<file path="src/rtl/mult_div_unit_pkg.sv">
`default_nettype none
// ============================================================================
// Module      : mdu_pkg
// Description : Shared definitions for the iterative multiply/divide unit:
//               operation encodings, FSM state encoding and iteration count.
// Revision    : 1.0 - initial release
// ============================================================================
package mdu_pkg;

    // Default datapath width; one iteration per operand bit.
    localparam int ITER = 32;

    // Op field encodings. Op[1] selects divide, Op[0] selects signed.
    localparam logic [1:0] OP_MULTU = 2'b00;
    localparam logic [1:0] OP_MULT  = 2'b01;
    localparam logic [1:0] OP_DIVU  = 2'b10;
    localparam logic [1:0] OP_DIV   = 2'b11;

    typedef enum logic [1:0] {
        IDLE = 2'd0,
        RUN  = 2'd1,
        FIX  = 2'd2
    } state_t;

endpackage : mdu_pkg
`default_nettype wire

</file>
<file path="src/rtl/mult_div_unit_if.sv">
`default_nettype none
// ============================================================================
// Module      : mult_div_unit_if
// Description : Pipeline-side bundle of the multiply/divide unit.
//               master : pipeline control / register file (drives requests)
//               slave  : mult_div_unit (returns status and HI/LO)
//   Start      launch operation selected by Op (IDLE only)
//   Op         00 MULTU, 01 MULT, 10 DIVU, 11 DIV
//   SrcA/SrcB  operands (RD1/RD2); SrcA also carries MTHI/MTLO data
//   MtHi/MtLo  move SrcA into HI/LO
//   Busy       operation in progress
//   Done       one-cycle pulse when HI/LO take a new result
//   DivByZero  qualifies Done for a divide with a zero divisor
//   Hi/Lo      architectural HI/LO registers
// Revision    : 1.0 - initial release
// ============================================================================
interface mult_div_unit_if
    import mdu_pkg::*;
#(
    parameter int WIDTH = ITER
);
    logic             Start;
    logic [1:0]       Op;
    logic [WIDTH-1:0] SrcA;
    logic [WIDTH-1:0] SrcB;
    logic             MtHi;
    logic             MtLo;
    logic             Busy;
    logic             Done;
    logic             DivByZero;
    logic [WIDTH-1:0] Hi;
    logic [WIDTH-1:0] Lo;

    modport master (
        output Start, Op, SrcA, SrcB, MtHi, MtLo,
        input  Busy, Done, DivByZero, Hi, Lo
    );

    modport slave (
        input  Start, Op, SrcA, SrcB, MtHi, MtLo,
        output Busy, Done, DivByZero, Hi, Lo
    );

endinterface : mult_div_unit_if
`default_nettype wire

</file>
<file path="src/rtl/mult_div_unit.sv">
`default_nettype none
// ============================================================================
// Module      : mult_div_unit
// Description : Iterative multiply/divide unit with architectural HI/LO.
//               Shift-add multiply and restoring divide on magnitudes, one bit
//               per cycle for WIDTH cycles, followed by a sign-fix/commit
//               cycle. Signed operations are corrected in the FIX state.
// Ports       :
//   CLK   rising-edge clock
//   RST   asynchronous active-high reset
//   bus   mult_div_unit_if slave modport (Start/Op/SrcA/SrcB/MtHi/MtLo in,
//         Busy/Done/DivByZero/Hi/Lo out)
// Revision    : 1.0 - initial release
// ============================================================================
module mult_div_unit
    import mdu_pkg::*;
#(
    parameter int WIDTH = ITER
) (
    input  wire logic         CLK,
    input  wire logic         RST,
    mult_div_unit_if.slave    bus
);

    localparam int CNT_W = (WIDTH > 1) ? $clog2(WIDTH) : 1;
    localparam logic [CNT_W-1:0]   C_CNT_LAST = CNT_W'(WIDTH - 1);
    localparam logic [CNT_W-1:0]   C_CNT_ONE  = CNT_W'(1);
    localparam logic [WIDTH-1:0]   C_ONE_W    = WIDTH'(1);
    localparam logic [2*WIDTH-1:0] C_ONE_2W   = (2*WIDTH)'(1);

    function automatic logic [WIDTH-1:0] neg_w(input logic [WIDTH-1:0] v);
        return ~v + C_ONE_W;
    endfunction

    function automatic logic [2*WIDTH-1:0] neg_2w(input logic [2*WIDTH-1:0] v);
        return ~v + C_ONE_2W;
    endfunction

    // ------------------------------------------------------------------
    // Registers
    // ------------------------------------------------------------------
    state_t             r_state;
    logic [CNT_W-1:0]   r_cnt;
    logic [1:0]         r_op;
    logic               r_sign_a;
    logic               r_sign_b;
    logic               r_dbz;       // divide-by-zero detected at Start
    logic [WIDTH-1:0]   r_src_a;     // raw SrcA, committed to HI on divide by zero
    logic [WIDTH-1:0]   r_opnd;      // multiplicand (mult) or divisor (div)
    // Multiply: {partial product, remaining multiplier bits}.
    // Divide  : low half is the dividend shifting out / quotient shifting in.
    logic [2*WIDTH-1:0] r_acc;
    logic [WIDTH-1:0]   r_rem;       // restored partial remainder
    logic [WIDTH-1:0]   r_hi;
    logic [WIDTH-1:0]   r_lo;
    logic               r_done;
    logic               r_divz;

    // ------------------------------------------------------------------
    // FSM control
    // ------------------------------------------------------------------
    state_t w_state_nxt;
    logic   w_start_ok;
    logic   w_move_ok;
    logic   w_iter;
    logic   w_commit;

    always_ff @(posedge CLK or posedge RST) begin
        if (RST) begin
            r_state <= IDLE;
        end else begin
            r_state <= w_state_nxt;
        end
    end

    always_comb begin
        w_state_nxt = r_state;
        w_start_ok  = 1'b0;
        w_move_ok   = 1'b0;
        w_iter      = 1'b0;
        w_commit    = 1'b0;
        case (r_state)
            IDLE: begin
                // Start has priority: a simultaneous move is dropped.
                if (bus.Start) begin
                    w_start_ok  = 1'b1;
                    w_state_nxt = RUN;
                end else if (bus.MtHi || bus.MtLo) begin
                    w_move_ok = 1'b1;
                end
            end
            RUN: begin
                w_iter = 1'b1;
                if (r_cnt == C_CNT_LAST) begin
                    w_state_nxt = FIX;
                end
            end
            FIX: begin
                w_commit    = 1'b1;
                w_state_nxt = IDLE;
            end
            default: begin
                w_state_nxt = IDLE;
            end
        endcase
    end

    // ------------------------------------------------------------------
    // Operand capture
    // ------------------------------------------------------------------
    logic             w_neg_a_in;
    logic             w_neg_b_in;
    logic [WIDTH-1:0] w_abs_a;
    logic [WIDTH-1:0] w_abs_b;

    assign w_neg_a_in = bus.Op[0] & bus.SrcA[WIDTH-1];
    assign w_neg_b_in = bus.Op[0] & bus.SrcB[WIDTH-1];
    assign w_abs_a    = w_neg_a_in ? neg_w(bus.SrcA) : bus.SrcA;
    assign w_abs_b    = w_neg_b_in ? neg_w(bus.SrcB) : bus.SrcB;

    // ------------------------------------------------------------------
    // Iteration datapath
    // ------------------------------------------------------------------
    logic [WIDTH:0]     w_mul_sum;
    logic [2*WIDTH-1:0] w_mul_acc;
    logic [WIDTH:0]     w_div_shift;
    logic [WIDTH:0]     w_div_trial;
    logic [WIDTH-1:0]   w_div_rem;
    logic [WIDTH-1:0]   w_div_quo;

    // Add the multiplicand into the upper half when the current multiplier
    // bit is set, then shift the whole accumulator right with the carry.
    assign w_mul_sum = {1'b0, r_acc[2*WIDTH-1:WIDTH]}
                     + (r_acc[0] ? {1'b0, r_opnd} : {(WIDTH+1){1'b0}});
    assign w_mul_acc = {w_mul_sum, r_acc[WIDTH-1:1]};

    // Restoring step: bring in the next dividend bit, try the subtraction,
    // keep it only when it does not go negative.
    assign w_div_shift = {r_rem, r_acc[WIDTH-1]};
    assign w_div_trial = w_div_shift - {1'b0, r_opnd};

    always_comb begin
        w_div_rem = w_div_shift[WIDTH-1:0];
        w_div_quo = {r_acc[WIDTH-2:0], 1'b0};
        if (!w_div_trial[WIDTH]) begin
            w_div_rem = w_div_trial[WIDTH-1:0];
            w_div_quo = {r_acc[WIDTH-2:0], 1'b1};
        end
    end

    // ------------------------------------------------------------------
    // Sign fix and commit values
    // ------------------------------------------------------------------
    logic [2*WIDTH-1:0] w_prod;
    logic [WIDTH-1:0]   w_quo;
    logic [WIDTH-1:0]   w_rem;
    logic [WIDTH-1:0]   w_res_hi;
    logic [WIDTH-1:0]   w_res_lo;

    always_comb begin
        w_prod = r_acc;
        w_quo  = r_acc[WIDTH-1:0];
        w_rem  = r_rem;
        if (r_op == OP_MULT && (r_sign_a ^ r_sign_b)) begin
            w_prod = neg_2w(r_acc);
        end
        if (r_op == OP_DIV && (r_sign_a ^ r_sign_b)) begin
            w_quo = neg_w(r_acc[WIDTH-1:0]);
        end
        // Remainder follows the sign of the dividend.
        if (r_op == OP_DIV && r_sign_a) begin
            w_rem = neg_w(r_rem);
        end

        if (r_op[1]) begin
            if (r_dbz) begin
                w_res_hi = r_src_a;
                w_res_lo = {WIDTH{1'b1}};
            end else begin
                w_res_hi = w_rem;
                w_res_lo = w_quo;
            end
        end else begin
            w_res_hi = w_prod[2*WIDTH-1:WIDTH];
            w_res_lo = w_prod[WIDTH-1:0];
        end
    end

    // ------------------------------------------------------------------
    // Datapath registers
    // ------------------------------------------------------------------
    always_ff @(posedge CLK or posedge RST) begin
        if (RST) begin
            r_cnt    <= '0;
            r_op     <= OP_MULTU;
            r_sign_a <= 1'b0;
            r_sign_b <= 1'b0;
            r_dbz    <= 1'b0;
            r_src_a  <= '0;
            r_opnd   <= '0;
            r_acc    <= '0;
            r_rem    <= '0;
            r_hi     <= '0;
            r_lo     <= '0;
            r_done   <= 1'b0;
            r_divz   <= 1'b0;
        end else begin
            r_done <= w_commit;
            r_divz <= w_commit & r_dbz;

            if (w_start_ok) begin
                r_cnt    <= '0;
                r_op     <= bus.Op;
                r_sign_a <= w_neg_a_in;
                r_sign_b <= w_neg_b_in;
                r_dbz    <= bus.Op[1] & (bus.SrcB == '0);
                r_src_a  <= bus.SrcA;
                r_rem    <= '0;
                if (bus.Op[1]) begin
                    r_acc  <= {{WIDTH{1'b0}}, w_abs_a};
                    r_opnd <= w_abs_b;
                end else begin
                    r_acc  <= {{WIDTH{1'b0}}, w_abs_b};
                    r_opnd <= w_abs_a;
                end
            end

            if (w_iter) begin
                r_cnt <= r_cnt + C_CNT_ONE;
                if (r_op[1]) begin
                    r_rem             <= w_div_rem;
                    r_acc[WIDTH-1:0]  <= w_div_quo;
                end else begin
                    r_acc <= w_mul_acc;
                end
            end

            if (w_commit) begin
                r_hi <= w_res_hi;
                r_lo <= w_res_lo;
            end

            if (w_move_ok) begin
                if (bus.MtHi) begin
                    r_hi <= bus.SrcA;
                end
                if (bus.MtLo) begin
                    r_lo <= bus.SrcA;
                end
            end
        end
    end

    // ------------------------------------------------------------------
    // Outputs
    // ------------------------------------------------------------------
    assign bus.Busy      = (r_state != IDLE);
    assign bus.Done      = r_done;
    assign bus.DivByZero = r_divz;
    assign bus.Hi        = r_hi;
    assign bus.Lo        = r_lo;

endmodule : mult_div_unit
`default_nettype wire

</file>
<file path="src/flat_wrapper.sv">
// flat-port wrapper written by rule: the top's interface ports become plain ports
module mult_div_unit_flat import mdu_pkg::*;
#(
    parameter int WIDTH = ITER
)
  (CLK, RST, bus_Start, bus_Op, bus_SrcA, bus_SrcB, bus_MtHi, bus_MtLo, bus_Busy, bus_Done, bus_DivByZero, bus_Hi, bus_Lo);
  mult_div_unit_if #(.WIDTH(WIDTH)) bus_i ();
  input  wire logic CLK;
  input  wire logic RST;
  input wire logic [$bits(bus_i.Start)-1:0] bus_Start;
  input wire logic [$bits(bus_i.Op)-1:0] bus_Op;
  input wire logic [$bits(bus_i.SrcA)-1:0] bus_SrcA;
  input wire logic [$bits(bus_i.SrcB)-1:0] bus_SrcB;
  input wire logic [$bits(bus_i.MtHi)-1:0] bus_MtHi;
  input wire logic [$bits(bus_i.MtLo)-1:0] bus_MtLo;
  output wire logic [$bits(bus_i.Busy)-1:0] bus_Busy;
  output wire logic [$bits(bus_i.Done)-1:0] bus_Done;
  output wire logic [$bits(bus_i.DivByZero)-1:0] bus_DivByZero;
  output wire logic [$bits(bus_i.Hi)-1:0] bus_Hi;
  output wire logic [$bits(bus_i.Lo)-1:0] bus_Lo;
  assign bus_i.Start = bus_Start;
  assign bus_i.Op = bus_Op;
  assign bus_i.SrcA = bus_SrcA;
  assign bus_i.SrcB = bus_SrcB;
  assign bus_i.MtHi = bus_MtHi;
  assign bus_i.MtLo = bus_MtLo;
  assign bus_Busy = bus_i.Busy;
  assign bus_Done = bus_i.Done;
  assign bus_DivByZero = bus_i.DivByZero;
  assign bus_Hi = bus_i.Hi;
  assign bus_Lo = bus_i.Lo;
  mult_div_unit #(.WIDTH(WIDTH)) u_core (.CLK(CLK), .RST(RST), .bus(bus_i));
endmodule
</file>
<file path="config.mk">
export PLATFORM = sky130hd
export DESIGN_NAME = mult_div_unit_flat
export DESIGN_NICKNAME = d
export VERILOG_FILES = /design/src/rtl/mult_div_unit_pkg.sv /design/src/rtl/mult_div_unit_if.sv /design/src/rtl/mult_div_unit.sv /design/src/flat_wrapper.sv
export SDC_FILE = /design/constraint.sdc
export NUM_CORES = 1
export LEC_CHECK = 0
export ABC_AREA = 1
export CORE_AREA = 2 2 266 268
export CTS_CLUSTER_SIZE = 12
export DETAILED_ROUTE_END_ITERATION = 6
export DIE_AREA = 0 0 268 270
export GPL_TIMING_DRIVEN = 1
export SLEW_MARGIN = 10
export SYNTH_ARGS = -nofsm -noshare
export SYNTH_HDL_FRONTEND = slang
export SYNTH_SLANG_ARGS = --single-unit
</file>
<file path="constraint.sdc">
create_clock -name CLK -period 10.9 [get_ports CLK]
set_clock_uncertainty 0.1 [all_clocks]
set_input_delay 2.18 -clock CLK [delete_from_list [all_inputs] [get_ports CLK]]
set_output_delay 2.18 -clock CLK [all_outputs]
set_load 0.02 [all_outputs]
</file>
== Word level (Yosys, flattened, before mapping) ==
Index checks and enable logic that the tools add are counted.

* Input bits: 71
* Flip-flop bits (word level): 238

* $add $sub $neg: 8
* Eq/ne operators: 7
* Mux-type cells: 39
* Reduce and logical (&&, ||, !) cells: 9
* Bitwise logic cells: 10

{| class="wikitable"
|+ Operator list
! operator !! number
|-
| $mux W32 || 23
|-
| $mux W64 || 3
|-
| $add A32 B1 Y32 const B || 4
|-
| $not A32 Y32 || 4
|-
| $add A64 B1 Y64 const B || 1
|-
| $not A64 Y64 || 1
|-
| $add A32 B33 Y33 || 1
|-
| $sub A33 B32 Y33 || 1
|-
| $logic_not A32 Y1 || 1
|-
| $mux W5 || 2
|-
| $mux W1 || 8
|-
| $add A5 B1 Y5 const B || 1
|-
| $eq A5 B5 Y1 const B || 1
|-
| $and A1 B1 Y1 || 4
|-
| $eq A2 B1 Y1 const B || 2
|-
| $eq A2 B2 Y1 const B || 2
|-
| $mux W2 || 2
|-
| $pmux W2 S2 || 1
|-
| $reduce_bool A2 Y1 || 2
|-
| $logic_and A1 B1 Y1 || 3
|-
| $logic_not A2 Y1 || 1
|-
| $ne A2 B1 Y1 const B || 1
|-
| $ne A2 B2 Y1 const B || 1
|-
| $reduce_and A2 Y1 || 1
|-
| 2 further kinds || 2
|}

== Depth between registers and ports, before layout ==
Gate-level depths: netlist of run 1.

* Word-level depth: 8
* Mapped depth: 19

== Worst setup path before layout of run 1 ==
OpenSTA, ideal clock, no wires.

* Kind: input to register
* Start point: in bus_SrcA[1]
* End point: reg u_core.r_acc[18]
* Stages on the path: 10
* Library setup time: 0.138 ns
* Arrival time: 3.503 ns
* Path buffers: 0
* Data required time: 10.662 ns
* Path slack: 7.159 ns
* Cells stage by stage: inv_1 > ha_1 > nand3_2 > nor2_1 > nand3b_1 > nor2_1 > nand2_1 > nand2_1 > xor2_1 > o211ai_1

* Cells in the longest elaborated chain, start to end: 6

{| class="wikitable"
|+ RTL lines
! what !! line !! source
|-
| start: declaration || flat_wrapper.sv:12 || <nowiki>input wire logic [$bits(bus_i.SrcA)-1:0] bus_SrcA;</nowiki>
|-
| $not A32 Y32 || mult_div_unit.sv:32 || <nowiki>return ~v + C_ONE_W;</nowiki>
|-
| $add A32 B1 Y32 || mult_div_unit.sv:32 ||
|-
| $mux W32 || mult_div_unit.sv:118 || <nowiki>assign w_abs_a = w_neg_a_in ? neg_w(bus.SrcA) : bus.SrcA;</nowiki>
|-
| $mux W32 || mult_div_unit.sv:219 || <nowiki>if (bus.Op[1]) begin</nowiki>
|-
| $mux W64 || mult_div_unit.sv:211 || <nowiki>if (w_start_ok) begin</nowiki>
|-
| $mux W64 || mult_div_unit.sv:228 || <nowiki>if (w_iter) begin</nowiki>
|-
| end signal: assignment || mult_div_unit.sv:220 || <nowiki>r_acc <= {{WIDTH{1'b0}}, w_abs_a};</nowiki>
|-
| end signal: assignment || mult_div_unit.sv:223 || <nowiki>r_acc <= {{WIDTH{1'b0}}, w_abs_b};</nowiki>
|-
| end signal: indexed assignment || mult_div_unit.sv:232 || <nowiki>r_acc[WIDTH-1:0] <= w_div_quo;</nowiki>
|-
| end: declaration || mult_div_unit.sv:52 || <nowiki>logic [2*WIDTH-1:0] r_acc;</nowiki>
|}

No other way between the ends. The select of a mux whose other input is x is not followed.
A chain may end at the register's enable or synchronous reset.

== Final worst setup path of run 1 ==
* Start point: in bus_Start
* End point: reg u_core.r_acc[31]

* Cells in the longest elaborated chain, start to end: 3

{| class="wikitable"
|+ RTL lines
! what !! line !! source
|-
| start: declaration || flat_wrapper.sv:10 || <nowiki>input wire logic [$bits(bus_i.Start)-1:0] bus_Start;</nowiki>
|-
| $mux W1 || mult_div_unit.sv:85 || <nowiki>if (bus.Start) begin</nowiki>
|-
| $mux W1 || mult_div_unit.sv:82 || <nowiki>case (r_state)</nowiki>
|-
| $reduce_bool A2 Y1 (no source line) || -- ||
|}

No other way between the ends.

==> results.toml, run 1 <==
[logic_synthesis]
yosysMostFrequentCell = "nand2_1"
synth-seq-cells = 238
syn_area_um2 = 21300
synth_xor_area_share_pct = 3.32
synth.area.top_cells = "dfrtp_1, nand2_1, nand3_1, nor2_1, inv_1"
yosysTopAreaCellShare_pct = 27.9
synth_top_family_by_area = "simple AND/OR/NAND/NOR gates"
synth-compound-area-share_pct = 15.5
synth_mux_area_share_pct = 0
synthCells = 3462
ys_seq_area_share_pct = 27.9
synth_edf_count = 0
synth.top_cells.by_count = "nand2_1, nor2_1, inv_1"
synth.largest_area_cell = "dfrtp_1"
synth_nets = 3605
syn_area_per_cell_um2 = 6.16
synth_async_sr_flop_share_pct = 100
synth_ff_type = "dfrtp_1"
synthSimpleGateAreaFrac_pct = 39.2
synthDistinctLibCells = 53
yosys.area_share.adder_pct = 4.29
synth_warnings = 0

[floorplanning]
core_um2 = 69500
ios = 138
die_h_um = 270
die_x_um = 268
rows = 97
start_util_pct = 30.7
dieArea_um2 = 72400

[clocking]
cts_buffers = 30
postCtsHoldBufs = 0
h-tree-depth = 1
postCtsSetupRepairBufs = 0
cts.sinks = 238
clock_path_buffers = 3
path_clk_slew_ns = 0.06
root_buffer = "clkbuf_16"
cts.repair.resized = 0
tritoncts = "done"
worst_skew_pair.late_latency_ns = 0.61

[route]
dr.pass1.iters = 6
routed_via_density = 5.42
wl_per_cell_um = 21.6
drt_iter0_markers = 2980
antenna_left = 0
vias = 24262
route.detailed.drc = 0
wl_um = 96900

[setup_path]
cp-startpoint = "bus_Start"
worstPathMaxFanout = 43
arrival_ns = 5.67
slowest_delay_ns = 0.61
r2r-start = "u_core.r_state[1]"
required_ns = 11.27
crit_chain = "clkdlybuf4s50_1, inv_1, nor2_4, buf_4, clkinv_2, nand2_2, inv_2, a221oi_1, nand3_1, o21ai_0, inv_1"
crit_top_cell = "inv_1"
crit_buf_inv = 6
path_class = "input pin to register"
cpMaxStageDelayCell = "nand2_2"
reg2reg_to = "u_core.r_acc[31]"
path_delay_family = "buffers and inverters"
critPathLaunchType = "input pin"
endpoint_kind = "register"
r2r_cells = 11
r2r_setup_slack_ns = 6.87

[timing]
setup_violations = 0
tns_ns = 0
rsz0062_at_grt = "no"
timing.fmax_mhz = 188
final_hold_viol_count = 0
min_period_over_period_pct = 48.7
relSlewSlack_pct = 31.3
post-route-min-period_ns = 5.31
tightest_slew_ns = 1.03
slew_viol_final = 0

[grt]
grt_max_degree = 101
overflow = 0
grt_usage_pct = 26.0
grt_pass1_vias = 22059
grt_pass1_wl_um = 143000
grt_antenna_before_repair = 2

[worst_hold_path]
worst_hold_path.num_cells = 2
hold_start = "u_core.r_src_a[28]"
hold_class = "register to register"
hold-path-endpoint = "u_core.r_src_a[28]"

[final_layout]
postLayoutCoreUtil_pct = 35.1
syn2layout_area_growth_pct = 14.4
diodes = 0
drive_above_1_share_pct = 4.32
nNetsFinal = 3659

[power]
leakage_nw = 11.8
p_per_area_nw_per_um2 = 334
vdd_ir_drop_max_v = 0.000154

[placed_design]
dp_hpwl_um = 76200
numPortBuffers = 137
place.gp.congestion = 1.01

[job]
cap_viol_max_count = 0

[status]
status = "finished, final reports clean"
==> area by class of cell <==
type	count	area, µm²
sequential	238	5960
fill	7722	45100
multi-input combinational	2699	13300
clock inverter	12	133
timing repair buffer	155	1510
clock buffer	43	850
tap	940	1180
inverter	392	1480
==> cells by family (layout without fill, tap and decap cells) <==
group           after synthesis  after routing
fa+ha+maj                    72             72
buf+inv                     525            602
flops                       238            238
compound gates              566            566
simple gates               1980           1980
xor+xnor                     81             81
==> cell usage in the layout (no fill, tap or decap), types with 8 or more instances in the layout <==
| cell type | instances |
|---|---|
| inv_2 | 17 |
| nor3_1 | 39 |
| a21oi_1 | 154 |
| inv_1 | 371 |
| clkbuf_1 | 8 |
| a31oi_1 | 25 |
| buf_4 | 18 |
| nand3b_1 | 19 |
| ha_1 | 70 |
| a221oi_1 | 8 |
| xor2_1 | 57 |
| xnor2_1 | 24 |
| nor2_2 | 23 |
| nor2_4 | 10 |
| nand2_2 | 10 |
| a22oi_1 | 25 |
| nor2_1 | 397 |
| dfrtp_1 | 238 |
| o21ai_1 | 20 |
| o221ai_1 | 16 |
| nand3_1 | 329 |
| o22ai_1 | 12 |
| clkdlybuf4s50_1 | 137 |
| o21ai_0 | 212 |
| nand2_1 | 1073 |
| o211ai_1 | 49 |
| nand4_1 | 51 |
| clkbuf_16 | 30 |
==> power breakdown <==
part / internal, mW / switching (mW) / total [mW]
Combinational: 1.71 / 3.58 / 5.29
Clock: 0.588 / 0.436 / 1.02
Sequential: 1.32 / 0.535 / 1.85
Total: 3.62 / 4.55 / 8.17
==> worst max-delay path by stage <==
stage,to,slack (ns),cells after the start
floorplan,u_core.bus.DivByZero,2.09,1
global placement,u_core.r_acc[31],5.06,11
detailed placement,u_core.r_acc[31],5.07,11
CTS,u_core.r_acc[31],5.66,11
global route,u_core.r_acc[31],5.44,11
finish,u_core.r_acc[31],5.59,11
==> tightest hold or removal path: stages (launching register included) <==
cell,delay (ns)
dfrtp_1,0.34
nand2_1,0.05
o21ai_0,0.06
==> sequential cells by signal, summed over array words and instances, names as in the netlist, 2 cells and up <==
register / cells
u_core.r_op: 2
u_core.r_src_a: 32
u_core.r_acc: 64
u_core.r_cnt: 5
u_core.r_opnd: 32
u_core.r_state: 2
u_core.bus.Lo: 32
u_core.r_rem: 32
u_core.bus.Hi: 32
==> stage by stage <==
step / std cells / area [µm²] / setup slack, ns / hold slack [ns] / total power [mW]
after floorplan: 3462 / 21300 / 2.09 / 0.348 / 5.29
after global placement: 4424 / 23400 / 5.06 / 0.365 / 7.00
after detailed placement: 4424 / 23400 / 5.07 / 0.373 / 7.02
after CTS: 4479 / 24400 / 5.66 / 0.387 / 8.07
after global routing: 4479 / 24400 / 5.44 / 0.402 / 8.77
final: 4479 / 24400 / 5.59 / 0.388 / 8.17
==> routing by layer <==
| layer | up-vias | routed length [µm] | GRT usage [%] |
|---|---|---|---|
| met3 | 202 | 8800 | 4.20 |
| li1 | 11428 | - | - |
| met5 | - | 24 | 0 |
| met1 | 11390 | 41000 | 36.2 |
| met4 | 4 | 4750 | 10.7 |
| met2 | 1238 | 42200 | 39.7 |
(Power assumes the default switching activity.)
==> inputs of run 2 (changes only) <==
clock period = 5.3 ns   (was 10.9 ns; I/O delays follow)
==> results.toml, run 2 (same netlist as run 1, synthesis figures left out) <==
[final_layout]
multi_input_area_um2 = 13300
postLayoutCoreUtil_pct = 35.3
final_common_cell = "nand2_1"
largest_register_ffs = 64
syn2layout_area_growth_pct = 15.2
layout_common_cells = "nand2_1, nor2_1, inv_1"
regMostFlops = "u_core.r_acc"
nNetsFinal = 3673
drive_above_1_share_pct = 4.76
fillCellCount = 7648
seq_area_um2 = 5960

[timing]
slew_viol_final = 0
min_period_over_period_pct = 65.7
final_hold_viol_count = 0
timing.fmax_mhz = 287
post-route-min-period_ns = 3.48
tightest_slew_ns = 1.07
relSlewSlack_pct = 27.9
rsz0062_at_grt = "no"
tns_ns = 0
setup_violations = 0

[floorplanning]
core_um2 = 69500
rows = 97
ios = 138
die_x_um = 268
start_util_pct = 30.7
dieArea_um2 = 72400
die_h_um = 270

[setup_path]
crit_chain = "clkdlybuf4s50_1, inv_1, ha_1, nand3_2, nor2_1, nand3b_1, nor2_1, nand2_1, nand2_1, xor2_1, o21ai_0"
reg2reg_to = "u_core.bus.Hi[18]"
path_class = "input pin to register"
worstPathMaxFanout = 6
endpoint_kind = "register"
path_delay_family = "simple AND/OR/NAND/NOR gates"
r2r_cells = 10
cp_num_cells = 11
required_ns = 5.66
cpMaxStageDelayCell = "clkdlybuf4s50_1"
r2r_setup_slack_ns = 1.89
crit_buf_inv = 2
arrival_ns = 3.84
r2r-start = "u_core.r_op[1]"
slowest_delay_ns = 0.63
critPathLaunchType = "input pin"

[status]
status = "finished with violations"
failed_checks = "design-rule violations"

[clocking]
cts.repair.resized = 0
cts_buffers = 30
tritoncts = "done"
worst_skew_pair.late_latency_ns = 0.60
path_clk_slew_ns = 0.06
root_buffer = "clkbuf_16"
cts.sinks = 238
postCtsSetupRepairBufs = 0
postCtsHoldBufs = 0
h-tree-depth = 1
clock_path_buffers = 3

[placed_design]
numPortBuffers = 137
place.gp.congestion = 1.03
dp_hpwl_um = 78700

[grt]
grt_max_degree = 145
grt_pass1_wl_um = 148000
overflow = 0
grt_pass1_vias = 22652
grt_antenna_before_repair = 6
grt_usage_pct = 27.2

[route]
drt_iter0_markers = 2905
antenna_left = 0
wl_um = 101000
routed_via_density = 5.48
wl_per_cell_um = 22.4
route.detailed.drc = 1
dr.pass1.iters = 7
vias = 24621

[power]
vdd_ir_drop_max_v = 0.000322
p_per_area_nw_per_um2 = 693
leakage_nw = 11.9

[worst_hold_path]
hold-path-endpoint = "u_core.r_src_a[2]"
hold_class = "register to register"
worst_hold_path.num_cells = 2
hold_start = "u_core.r_src_a[2]"

[job]
cap_viol_max_count = 0
==> run 2: area by class of cell <==
class / count / share of cell area (%)
Clock inverter: 10 / 0.438
Multi-Input combinational cell: 2699 / 54.2
Timing Repair Buffer: 169 / 6.66
Sequential cell: 238 / 24.2
Tap cell: 940 / 4.79
Clock buffer: 45 / 3.66
Antenna cell: 2 / 0.0204
Inverter: 392 / 6.01
==> run 2: layer usage <==
metal  share of wire (%)  wire (µm)  GRT usage [%]
met3                  10      10300           5.61
met2                  42      42600           40.5
met1                  42      41800           37.1
met4                 5.9       5970           13.3
met5               0.027         27              0
==> run 2: how the worst max path moves through the flow <==
stage                   startpoint                    to
detailed placement     bus_SrcA[0]      u_core.r_acc[18]
global route        u_core.r_op[1]     u_core.bus.Hi[18]
CTS                 u_core.r_op[1]     u_core.bus.Hi[18]
floorplan                      RST  u_core.bus.DivByZero
finish                 bus_SrcA[0]     u_core.r_opnd[18]
global placement       bus_SrcA[0]      u_core.r_acc[18]
==> run 2: where the power goes <==
part           switching (mW)  internal (mW)
clock network           0.906           1.26
registers                1.22           2.70
logic                    7.39           3.55
total                    9.52           7.51
==> run 2: stage by stage <==
stage	hold slack (ns)	instances	worst slack [ns]	instance area (µm²)	power, mW
2_1_floorplan	0.348	3462	1.02	21300	10.9
3_3_place_gp	0.361	4438	1.45	23600	14.6
3_5_place_dp	0.368	4438	1.36	23600	14.6
4_1_cts	0.383	4493	1.93	24600	16.8
5_1_grt	0.397	4493	1.67	24600	18.2
6_report	0.383	4495	1.82	24600	17.0
==> run 2: worst reg2reg max path, delay by kind of cell, from the launching register on <==
| kind | cells | cell delay [ns] |
|---|---|---|
| compound gates | 4 | 0.98 |
| buf+inv | 1 | 0.41 |
| flops | 1 | 0.41 |
| simple gates | 5 | 1.38 |
